===== src/rtl/decode_pkg.sv =====
// Shared constants for the MIPS decode stage: opcode/funct encodings,
// ALU operation codes and the control-bit bundle with its bubble value.
package decode_pkg;

    localparam logic [5:0] OP_RTYPE = 6'h00;
    localparam logic [5:0] OP_BEQ   = 6'h04;
    localparam logic [5:0] OP_BNE   = 6'h05;
    localparam logic [5:0] OP_ADDI  = 6'h08;
    localparam logic [5:0] OP_SLTI  = 6'h0A;
    localparam logic [5:0] OP_ANDI  = 6'h0C;
    localparam logic [5:0] OP_ORI   = 6'h0D;
    localparam logic [5:0] OP_XORI  = 6'h0E;
    localparam logic [5:0] OP_LUI   = 6'h0F;
    localparam logic [5:0] OP_LW    = 6'h23;
    localparam logic [5:0] OP_SW    = 6'h2B;

    localparam logic [5:0] FN_SLL = 6'h00;
    localparam logic [5:0] FN_SRL = 6'h02;
    localparam logic [5:0] FN_SRA = 6'h03;
    localparam logic [5:0] FN_ADD = 6'h20;
    localparam logic [5:0] FN_SUB = 6'h22;
    localparam logic [5:0] FN_AND = 6'h24;
    localparam logic [5:0] FN_OR  = 6'h25;
    localparam logic [5:0] FN_XOR = 6'h26;
    localparam logic [5:0] FN_NOR = 6'h27;
    localparam logic [5:0] FN_SLT = 6'h2A;

    localparam logic [3:0] ALU_ADD = 4'd0;
    localparam logic [3:0] ALU_SUB = 4'd1;
    localparam logic [3:0] ALU_AND = 4'd2;
    localparam logic [3:0] ALU_OR  = 4'd3;
    localparam logic [3:0] ALU_XOR = 4'd4;
    localparam logic [3:0] ALU_NOR = 4'd5;
    localparam logic [3:0] ALU_SLT = 4'd6;
    localparam logic [3:0] ALU_SLL = 4'd7;
    localparam logic [3:0] ALU_SRL = 4'd8;
    localparam logic [3:0] ALU_SRA = 4'd9;
    localparam logic [3:0] ALU_LUI = 4'd10;

    // Immediate formatting selected by the decoder.
    localparam logic [1:0] IMM_SEXT  = 2'd0;
    localparam logic [1:0] IMM_ZEXT  = 2'd1;
    localparam logic [1:0] IMM_LUI   = 2'd2;
    localparam logic [1:0] IMM_SHAMT = 2'd3;

    typedef struct packed {
        logic [3:0] alu_op;
        logic       alu_src;
        logic       mem_read;
        logic       mem_write;
        logic       reg_write;
        logic       mem_to_reg;
        logic       branch;
        logic       branch_ne;
    } ctrl_t;

    localparam ctrl_t CTRL_NOP = '0;

endpackage


===== src/rtl/decode_stage_control_decoder.sv =====
// Combinational opcode/funct decoder: control bits, destination and
// immediate format selection, rt-usage for hazard checks, illegal flag.
module control_decoder
    import decode_pkg::*;
(
    input  logic [5:0] i_opcode,
    input  logic [5:0] i_funct,
    output logic [3:0] o_alu_op,
    output logic       o_alu_src,
    output logic       o_mem_read,
    output logic       o_mem_write,
    output logic       o_reg_write,
    output logic       o_mem_to_reg,
    output logic       o_branch,
    output logic       o_branch_ne,
    output logic       o_dst_rd,
    output logic       o_uses_rt,
    output logic [1:0] o_imm_sel,
    output logic       o_illegal
);

    ctrl_t ctrl;

    always_comb begin
        ctrl      = CTRL_NOP;
        o_dst_rd  = 1'b0;
        o_uses_rt = 1'b0;
        o_imm_sel = IMM_SEXT;
        o_illegal = 1'b0;
        case (i_opcode)
            OP_RTYPE: begin
                o_dst_rd       = 1'b1;
                o_uses_rt      = 1'b1;
                ctrl.reg_write = 1'b1;
                case (i_funct)
                    FN_ADD: ctrl.alu_op = ALU_ADD;
                    FN_SUB: ctrl.alu_op = ALU_SUB;
                    FN_AND: ctrl.alu_op = ALU_AND;
                    FN_OR:  ctrl.alu_op = ALU_OR;
                    FN_XOR: ctrl.alu_op = ALU_XOR;
                    FN_NOR: ctrl.alu_op = ALU_NOR;
                    FN_SLT: ctrl.alu_op = ALU_SLT;
                    FN_SLL: begin ctrl.alu_op = ALU_SLL; o_imm_sel = IMM_SHAMT; end
                    FN_SRL: begin ctrl.alu_op = ALU_SRL; o_imm_sel = IMM_SHAMT; end
                    FN_SRA: begin ctrl.alu_op = ALU_SRA; o_imm_sel = IMM_SHAMT; end
                    default: begin
                        ctrl      = CTRL_NOP;
                        o_illegal = 1'b1;
                    end
                endcase
            end
            OP_ADDI: begin ctrl.alu_op = ALU_ADD; ctrl.alu_src = 1'b1; ctrl.reg_write = 1'b1; end
            OP_SLTI: begin ctrl.alu_op = ALU_SLT; ctrl.alu_src = 1'b1; ctrl.reg_write = 1'b1; end
            OP_ANDI: begin
                ctrl.alu_op = ALU_AND; ctrl.alu_src = 1'b1; ctrl.reg_write = 1'b1;
                o_imm_sel   = IMM_ZEXT;
            end
            OP_ORI: begin
                ctrl.alu_op = ALU_OR; ctrl.alu_src = 1'b1; ctrl.reg_write = 1'b1;
                o_imm_sel   = IMM_ZEXT;
            end
            OP_XORI: begin
                ctrl.alu_op = ALU_XOR; ctrl.alu_src = 1'b1; ctrl.reg_write = 1'b1;
                o_imm_sel   = IMM_ZEXT;
            end
            OP_LUI: begin
                ctrl.alu_op = ALU_LUI; ctrl.alu_src = 1'b1; ctrl.reg_write = 1'b1;
                o_imm_sel   = IMM_LUI;
            end
            OP_LW: begin
                ctrl.alu_op     = ALU_ADD;
                ctrl.alu_src    = 1'b1;
                ctrl.mem_read   = 1'b1;
                ctrl.mem_to_reg = 1'b1;
                ctrl.reg_write  = 1'b1;
            end
            OP_SW: begin
                ctrl.alu_op    = ALU_ADD;
                ctrl.alu_src   = 1'b1;
                ctrl.mem_write = 1'b1;
                o_uses_rt      = 1'b1;
            end
            OP_BEQ: begin ctrl.alu_op = ALU_SUB; ctrl.branch = 1'b1;    o_uses_rt = 1'b1; end
            OP_BNE: begin ctrl.alu_op = ALU_SUB; ctrl.branch_ne = 1'b1; o_uses_rt = 1'b1; end
            default: o_illegal = 1'b1;
        endcase
    end

    assign o_alu_op     = ctrl.alu_op;
    assign o_alu_src    = ctrl.alu_src;
    assign o_mem_read   = ctrl.mem_read;
    assign o_mem_write  = ctrl.mem_write;
    assign o_reg_write  = ctrl.reg_write;
    assign o_mem_to_reg = ctrl.mem_to_reg;
    assign o_branch     = ctrl.branch;
    assign o_branch_ne  = ctrl.branch_ne;

endmodule


===== src/rtl/decode_stage.sv =====
// MIPS instruction-decode stage: field split, register-bank read ports,
// write-back bypass, load-use hazard detection and the ID/EX register.
module decode_stage
    import decode_pkg::*;
#(
    parameter int NB_DATA    = 32,
    parameter int NB_ADDRESS = 5,
    parameter int NB_INSTR   = 32
) (
    input  logic                  i_clk,
    input  logic                  i_reset,
    input  logic                  i_en,
    input  logic                  i_valid,
    input  logic [NB_INSTR-1:0]   i_instr,
    input  logic [NB_DATA-1:0]    i_pc,
    input  logic                  i_flush,
    input  logic                  i_wb_en,
    input  logic [NB_ADDRESS-1:0] i_wb_addr,
    input  logic [NB_DATA-1:0]    i_wb_data,
    output logic [NB_ADDRESS-1:0] o_r1_addr,
    output logic [NB_ADDRESS-1:0] o_r2_addr,
    output logic                  o_r1_en,
    output logic                  o_r2_en,
    input  logic [NB_DATA-1:0]    i_r1_data,
    input  logic [NB_DATA-1:0]    i_r2_data,
    output logic                  o_stall,
    output logic                  o_illegal,
    output logic                  o_ex_valid,
    output logic [NB_DATA-1:0]    o_ex_pc,
    output logic [NB_DATA-1:0]    o_ex_rs_data,
    output logic [NB_DATA-1:0]    o_ex_rt_data,
    output logic [NB_DATA-1:0]    o_ex_imm,
    output logic [NB_ADDRESS-1:0] o_ex_rs,
    output logic [NB_ADDRESS-1:0] o_ex_rt,
    output logic [NB_ADDRESS-1:0] o_ex_rd,
    output logic [3:0]            o_ex_alu_op,
    output logic                  o_ex_alu_src,
    output logic                  o_ex_mem_read,
    output logic                  o_ex_mem_write,
    output logic                  o_ex_reg_write,
    output logic                  o_ex_mem_to_reg,
    output logic                  o_ex_branch,
    output logic                  o_ex_branch_ne
);

    typedef struct packed {
        logic                  valid;
        logic [NB_DATA-1:0]    pc;
        logic [NB_DATA-1:0]    rs_data;
        logic [NB_DATA-1:0]    rt_data;
        logic [NB_DATA-1:0]    imm;
        logic [NB_ADDRESS-1:0] rs;
        logic [NB_ADDRESS-1:0] rt;
        logic [NB_ADDRESS-1:0] rd;
        ctrl_t                 ctrl;
    } idex_t;

    idex_t idex_q, idex_d, dec;
    logic  illegal_q, illegal_d;

    logic [5:0]            opcode, funct;
    logic [NB_ADDRESS-1:0] rs, rt, rd, dest;
    logic [4:0]            shamt;
    logic [15:0]           imm16;

    assign opcode = i_instr[31:26];
    assign rs     = i_instr[25:21];
    assign rt     = i_instr[20:16];
    assign rd     = i_instr[15:11];
    assign shamt  = i_instr[10:6];
    assign funct  = i_instr[5:0];
    assign imm16  = i_instr[15:0];

    assign o_r1_addr = rs;
    assign o_r2_addr = rt;
    assign o_r1_en   = i_valid;
    assign o_r2_en   = i_valid;

    ctrl_t      dec_ctrl;
    logic [3:0] dec_alu_op;
    logic       dec_alu_src, dec_mem_read, dec_mem_write, dec_reg_write;
    logic       dec_mem_to_reg, dec_branch, dec_branch_ne;
    logic       dec_dst_rd, dec_uses_rt, dec_illegal;
    logic [1:0] dec_imm_sel;

    control_decoder u_control_decoder (
        .i_opcode     (opcode),
        .i_funct      (funct),
        .o_alu_op     (dec_alu_op),
        .o_alu_src    (dec_alu_src),
        .o_mem_read   (dec_mem_read),
        .o_mem_write  (dec_mem_write),
        .o_reg_write  (dec_reg_write),
        .o_mem_to_reg (dec_mem_to_reg),
        .o_branch     (dec_branch),
        .o_branch_ne  (dec_branch_ne),
        .o_dst_rd     (dec_dst_rd),
        .o_uses_rt    (dec_uses_rt),
        .o_imm_sel    (dec_imm_sel),
        .o_illegal    (dec_illegal)
    );

    assign dest = dec_dst_rd ? rd : rt;

    always_comb begin
        dec_ctrl            = CTRL_NOP;
        dec_ctrl.alu_op     = dec_alu_op;
        dec_ctrl.alu_src    = dec_alu_src;
        dec_ctrl.mem_read   = dec_mem_read;
        dec_ctrl.mem_write  = dec_mem_write;
        dec_ctrl.reg_write  = dec_reg_write & (dest != '0);
        dec_ctrl.mem_to_reg = dec_mem_to_reg;
        dec_ctrl.branch     = dec_branch;
        dec_ctrl.branch_ne  = dec_branch_ne;
    end

    // Decoded payload; invalid or unsupported instructions become a bubble.
    always_comb begin
        dec = '0;
        if (i_valid && !dec_illegal) begin
            dec.valid   = 1'b1;
            dec.pc      = i_pc;
            dec.rs_data = (i_wb_en && (i_wb_addr != '0) && (i_wb_addr == rs)) ? i_wb_data : i_r1_data;
            dec.rt_data = (i_wb_en && (i_wb_addr != '0) && (i_wb_addr == rt)) ? i_wb_data : i_r2_data;
            dec.rs      = rs;
            dec.rt      = rt;
            dec.rd      = dest;
            dec.ctrl    = dec_ctrl;
            case (dec_imm_sel)
                IMM_ZEXT:  dec.imm = NB_DATA'(imm16);
                IMM_LUI:   dec.imm = NB_DATA'(imm16) << 16;
                IMM_SHAMT: dec.imm = NB_DATA'(shamt);
                default:   dec.imm = NB_DATA'($signed(imm16));
            endcase
        end
    end

    logic load_use;

    assign load_use = idex_q.valid && idex_q.ctrl.mem_read && (idex_q.rt != '0) && i_valid &&
                      ((idex_q.rt == rs) || (dec_uses_rt && (idex_q.rt == rt)));
    assign o_stall  = load_use && !i_flush;

    // Holding with i_en low clears the illegal flag so it stays a single pulse.
    always_comb begin
        idex_d    = idex_q;
        illegal_d = 1'b0;
        if (i_flush) begin
            idex_d = '0;
        end else if (!i_en) begin
            idex_d = idex_q;
        end else if (o_stall) begin
            idex_d = '0;
        end else begin
            idex_d    = dec;
            illegal_d = i_valid && dec_illegal;
        end
    end

    always_ff @(posedge i_clk or negedge i_reset) begin
        if (!i_reset) begin
            idex_q    <= '0;
            illegal_q <= 1'b0;
        end else begin
            idex_q    <= idex_d;
            illegal_q <= illegal_d;
        end
    end

    assign o_illegal       = illegal_q;
    assign o_ex_valid      = idex_q.valid;
    assign o_ex_pc         = idex_q.pc;
    assign o_ex_rs_data    = idex_q.rs_data;
    assign o_ex_rt_data    = idex_q.rt_data;
    assign o_ex_imm        = idex_q.imm;
    assign o_ex_rs         = idex_q.rs;
    assign o_ex_rt         = idex_q.rt;
    assign o_ex_rd         = idex_q.rd;
    assign o_ex_alu_op     = idex_q.ctrl.alu_op;
    assign o_ex_alu_src    = idex_q.ctrl.alu_src;
    assign o_ex_mem_read   = idex_q.ctrl.mem_read;
    assign o_ex_mem_write  = idex_q.ctrl.mem_write;
    assign o_ex_reg_write  = idex_q.ctrl.reg_write;
    assign o_ex_mem_to_reg = idex_q.ctrl.mem_to_reg;
    assign o_ex_branch     = idex_q.ctrl.branch;
    assign o_ex_branch_ne  = idex_q.ctrl.branch_ne;

endmodule


===== config.mk =====
export PLATFORM = sky130hd
export DESIGN_NAME = decode_stage
export DESIGN_NICKNAME = d
export VERILOG_FILES = /design/src/rtl/decode_pkg.sv /design/src/rtl/decode_stage_control_decoder.sv /design/src/rtl/decode_stage.sv
export SDC_FILE = /design/constraint.sdc
export NUM_CORES = 1
export LEC_CHECK = 0
export BUFFER_PORTS_ARGS = -buffer_cell sky130_fd_sc_hd__buf_2
export CELL_PAD_IN_SITES_DETAIL_PLACEMENT = 0
export CELL_PAD_IN_SITES_GLOBAL_PLACEMENT = 2
export CORE_MARGIN = 10
export CORE_UTILIZATION = 25
export DETAILED_ROUTE_END_ITERATION = 8
export PLACE_DENSITY_LB_ADDON = 0.1
export SLEW_MARGIN = 20
export SYNTH_ARGS = -nofsm -noshare
export SYNTH_HDL_FRONTEND = slang
export SYNTH_HIERARCHICAL = 1
export SYNTH_SLANG_ARGS = --single-unit
export TNS_END_PERCENT = 1

===== constraint.sdc =====
create_clock -name i_clk -period 2.1 [get_ports i_clk]
set_clock_uncertainty 0.15 [all_clocks]
set_input_delay 0.21 -clock i_clk [delete_from_list [all_inputs] [get_ports i_clk]]
set_output_delay 0.21 -clock i_clk [all_outputs]
set_load 0.005 [all_outputs]

==> out/results.txt <==
Synthesis inferred 156 register bits. The register clock-pin slew on the reported worst setup and hold paths was 70 ps. Root buffer selected by CTS: sky130_fd_sc_hd__clkbuf_16. The mux share of post-synthesis cell area was 9.598%; the simple-gate share of the synthesized area was 10.76%. sky130_fd_sc_hd__dfrtp_1 takes more of the synthesized area than any other cell. After detailed routing, the number of remaining DRC violations is 0. The net count after synthesis was 831. The cell total after placement was 1405.

For the critical path data arrival time, the log shows 2520 ps. The filler cells instantiated in the layout total 2916. The count of nets left with antenna violations after detail routing came out at 0.

After floorplanning, the core was sized to cover 28550 um^2. Clock tree synthesis found a total of 156 sinks. Post-placement cell area: 9834 um^2.

The checks that failed: setup timing. Yosys printed 6 warnings. In this run the power density over the cells is 594.1 nW/um^2.

Based on the critical path, the design can be clocked at up to 0.4309 GHz. The run gives 1359 as the count of nets after finishing. The count of flip-flops with a built-in enable after synthesis is 0.

The required arrival time at the worst endpoint was 2300 ps; the global-route wire length before repair was 48160 um. Summed over all cells, the static leakage comes to 0.005940 uW. The initial antenna violation count was 0; the highest cell delay on the worst timing path was 530 ps.

The share of flip-flops with an asynchronous set or reset after synthesis works out to 100.0%. The detail-routed via count per cell came out at 4.515. The area share of fa/ha/maj cells after synthesis was 0%. The number of hold violations in the final report was 0.

The detailed placer's ending HPWL is 23150 um, and the sequential-to-total area share from yosys stat is 54.25%. The cell area after technology mapping was 7196 um^2; the number of CTS-inserted buffers was 17. The minimum clock period after layout was 2321 ps; the via count of the first global-routing pass was 7714. The die covers 35970 um^2. The finished cells cover 11940 um^2. For this block, the initial DRC count from the detailed router was 309.

By area the synthesized netlist is led by sky130_fd_sc_hd__dfrtp_1 (54%), sky130_fd_sc_hd__mux2i_1 (9.6%), sky130_fd_sc_hd__a22o_1 (6.3%). Across the VDD grid, the largest voltage drop is 0.0003636 V. Entering global routing, the biggest net connects 63 pins. The number of detailed-route iterations in the first pass came out at 4. The final routed wire length divided by cell count was 20.23 um; the post-route fraction of the period consumed by the critical path was 110.5%.

Setup violations remaining at the end of the flow were counted as 155. STA classifies the critical path endpoint as a flip-flop. The signal on the critical path passes through or4_4, o2111ai_2, a21oi_4, buf_4, or4_4, o21ai_1. Maximum count of clock buffers along a single path: 2.

After synthesis, the mean cell area works out to 10.90 um^2. Once the floorplan was initialized, standard cells occupied 25.21% of the core. The measured slew at the worst slew-check pin came out at 1007 ps.

The tools report the final wirelength as 32060 um. The clock insertion delay at the later pin of the skew report is 420 ps, and the antenna diode count is 0. Of all nets on the critical path, the largest fanout is 8. The flow ran to the end, but the final reports show violations. The master of the slowest instance on the critical path was sky130_fd_sc_hd__or4_4. The floorplan has 62 rows. The width of the die works out to 189.7 um. In the final layout, the share of cells above drive strength 1 is 40.30%. Excluding fillers, the count of instances in the completed layout stands at 1585.

The path type of the worst setup path is flip-flop to flip-flop. The H-tree was split into 4 levels. The total overflow left after global routing is 0.

The cell count after synthesis came out at 660. The area growth from synthesis to layout is 65.99%. Global routing used 17.29% of the available tracks. The dominant synthesized flop cell was sky130_fd_sc_hd__dfrtp_1. The share of the synthesized area in compound gates (AO/OA/AOI/OAI) is 17.65%, and the number of pins with negative max-slew slack in the final report is 0. STA classifies the critical path startpoint as a flip-flop.

Summing the areas of all xor and xnor instances in the mapped netlist gives 2.678% of the synthesized area. In this run the vertical extent of the chip is 189.7 um. Setup repair after global routing could not meet its margin everywhere. After synthesis, the netlist uses 49 different library cells.

Quantity of I/O buffers inserted on ports: 339. The most numerous cell type found on the critical path is sky130_fd_sc_hd__or4_4. For the final cell utilization of the core, the log shows 41.84%. The top-area cell type share of the netlist area works out to 54.25%. For this design the top-level I/O count stands at 340.

The routed layout has 7157 vias. For the weighted congestion reported at the end of routability-driven placement, the log shows 0.7669. The path type of the worst min-delay path was primary input to flip-flop. The max-slew headroom at the worst pin was 32.36%.

The max-capacitance violation count is 0, and the worst path setup slack after routing is -220.5 ps. TritonCTS built the clock tree. By area, the combinational part of the netlist is dominated by compound AO/OA/AOI/OAI gates.
worst paths after layout:
path	slack (ps)	cells past startpoint	start	endpoint
max	-220	6	o_ex_rt[2]	o_ex_imm[19]
min	20	3	i_instr[25]	o_ex_rs[4]
max reg2reg	-220	6	o_ex_rt[2]	o_ex_imm[19]
min reg2reg	330	2	o_ex_rs_data[27]	o_ex_rs_data[27]
max in group asynchronous	1010	3	i_reset	o_ex_rs_data[23]
min in group asynchronous	120	2	i_reset	o_ex_pc[19]
metrics by stage:
| step | total power (uW) | worst slack [ps] | hold WS (ps) | setup TNS [ps] |
|---|---|---|---|---|
| 2_1_floorplan | 3347 | -189.4 | -235.6 | -11990 |
| 3_3_place_gp | 3866 | -428.1 | 27.46 | -56990 |
| 3_5_place_dp | 3862 | -466.5 | 29.90 | -58510 |
| 4_1_cts | 7215 | -272.5 | 4.992 | -27320 |
| 5_1_grt | 7409 | -325.1 | 20.84 | -34600 |
| 6_report | 7095 | -220.5 | 16.25 | -23470 |
cells by family (layout without fill, tap and decap cells):
| logic type | after synthesis | after routing |
|---|---|---|
| AOI/OAI and AO/OA | 182 | 182 |
| xor gates and xnor gates | 22 | 22 |
| DFF | 156 | 156 |
| muxes | 69 | 69 |
| buffers and inverters | 65 | 605 |
| and+or+nand+nor | 166 | 167 |
metal layers:
metal	up-vias	track usage, %	wire length [um]
li1	3425	-	-
met3	23	5.016	1964
met1	3512	21.54	13900
met5	-	0	0
met2	197	28.94	15770
met4	0	3.999	427
synth_stat cells, drive strengths merged, types with 2 or more instances:
cell type and n:
a21oi 4, a22o 52, a22oi 5, a31oi 2, a32o 12, buf 35, clkbuf 23, dfrtp 156
inv 7, mux2i 69, nand2 100, nand2b 4, nand3 6, nand3b 2, nor2 23, nor2b 2
nor3 7, nor4 7, o211ai 2, o21ai 95, or3 5, or4 6, xnor2 10, xor2 12
power breakdown:
group	switching [uW]	total, uW	leakage, uW	internal [uW]
registers	15.3	3050	0.00217	3030
clock network	1390	3080	0.000279	1690
logic	462	967	0.00349	505
final cells by class:
cell class	count	area, um^2	area share, %
timing repair buffer	566	3946	33.04
inverter	7	26.28	0.2200
multi-input combinational	440	3014	25.24
clock inverter	13	130.1	1.089
clock buffer	19	442.9	3.708
tap	384	480.5	4.023
sequential	156	3904	32.68
what timing repair did:
action,in CTS,in global routing
hold endpoints to repair,174,0
pin swaps,39,4
gates cloned,1,0
endpoints found under the setup margin,156,156
hold buffers,142,0
setup buffers,5,0
resized for setup,21,14
placed cells by master, fill, tap and decap left out, drive strengths merged, types with 2 or more instances in the layout:
master,count
clkinv,6
xor2,12
a32o,12
nand3,6
nand2b,4
a22oi,5
nor4,7
nand2,100
a31oi,2
buf,424
o211ai,2
nor2b,2
dfrtp,156
or3,5
a22o,52
o21ai,95
xnor2,10
nor2,23
clkbuf,19
dlygate4sd3,142
inv,12
nor3,7
nand3b,2
or4,7
a21oi,4
mux2i,69
worst max-delay path, delay by kind of cell, from the launching register on:
family	cells	cell delay (ps)
flops	1	410
compound gates	3	480
buf+inv	1	160
simple gates	2	1060
(Power assumes the default switching activity.)
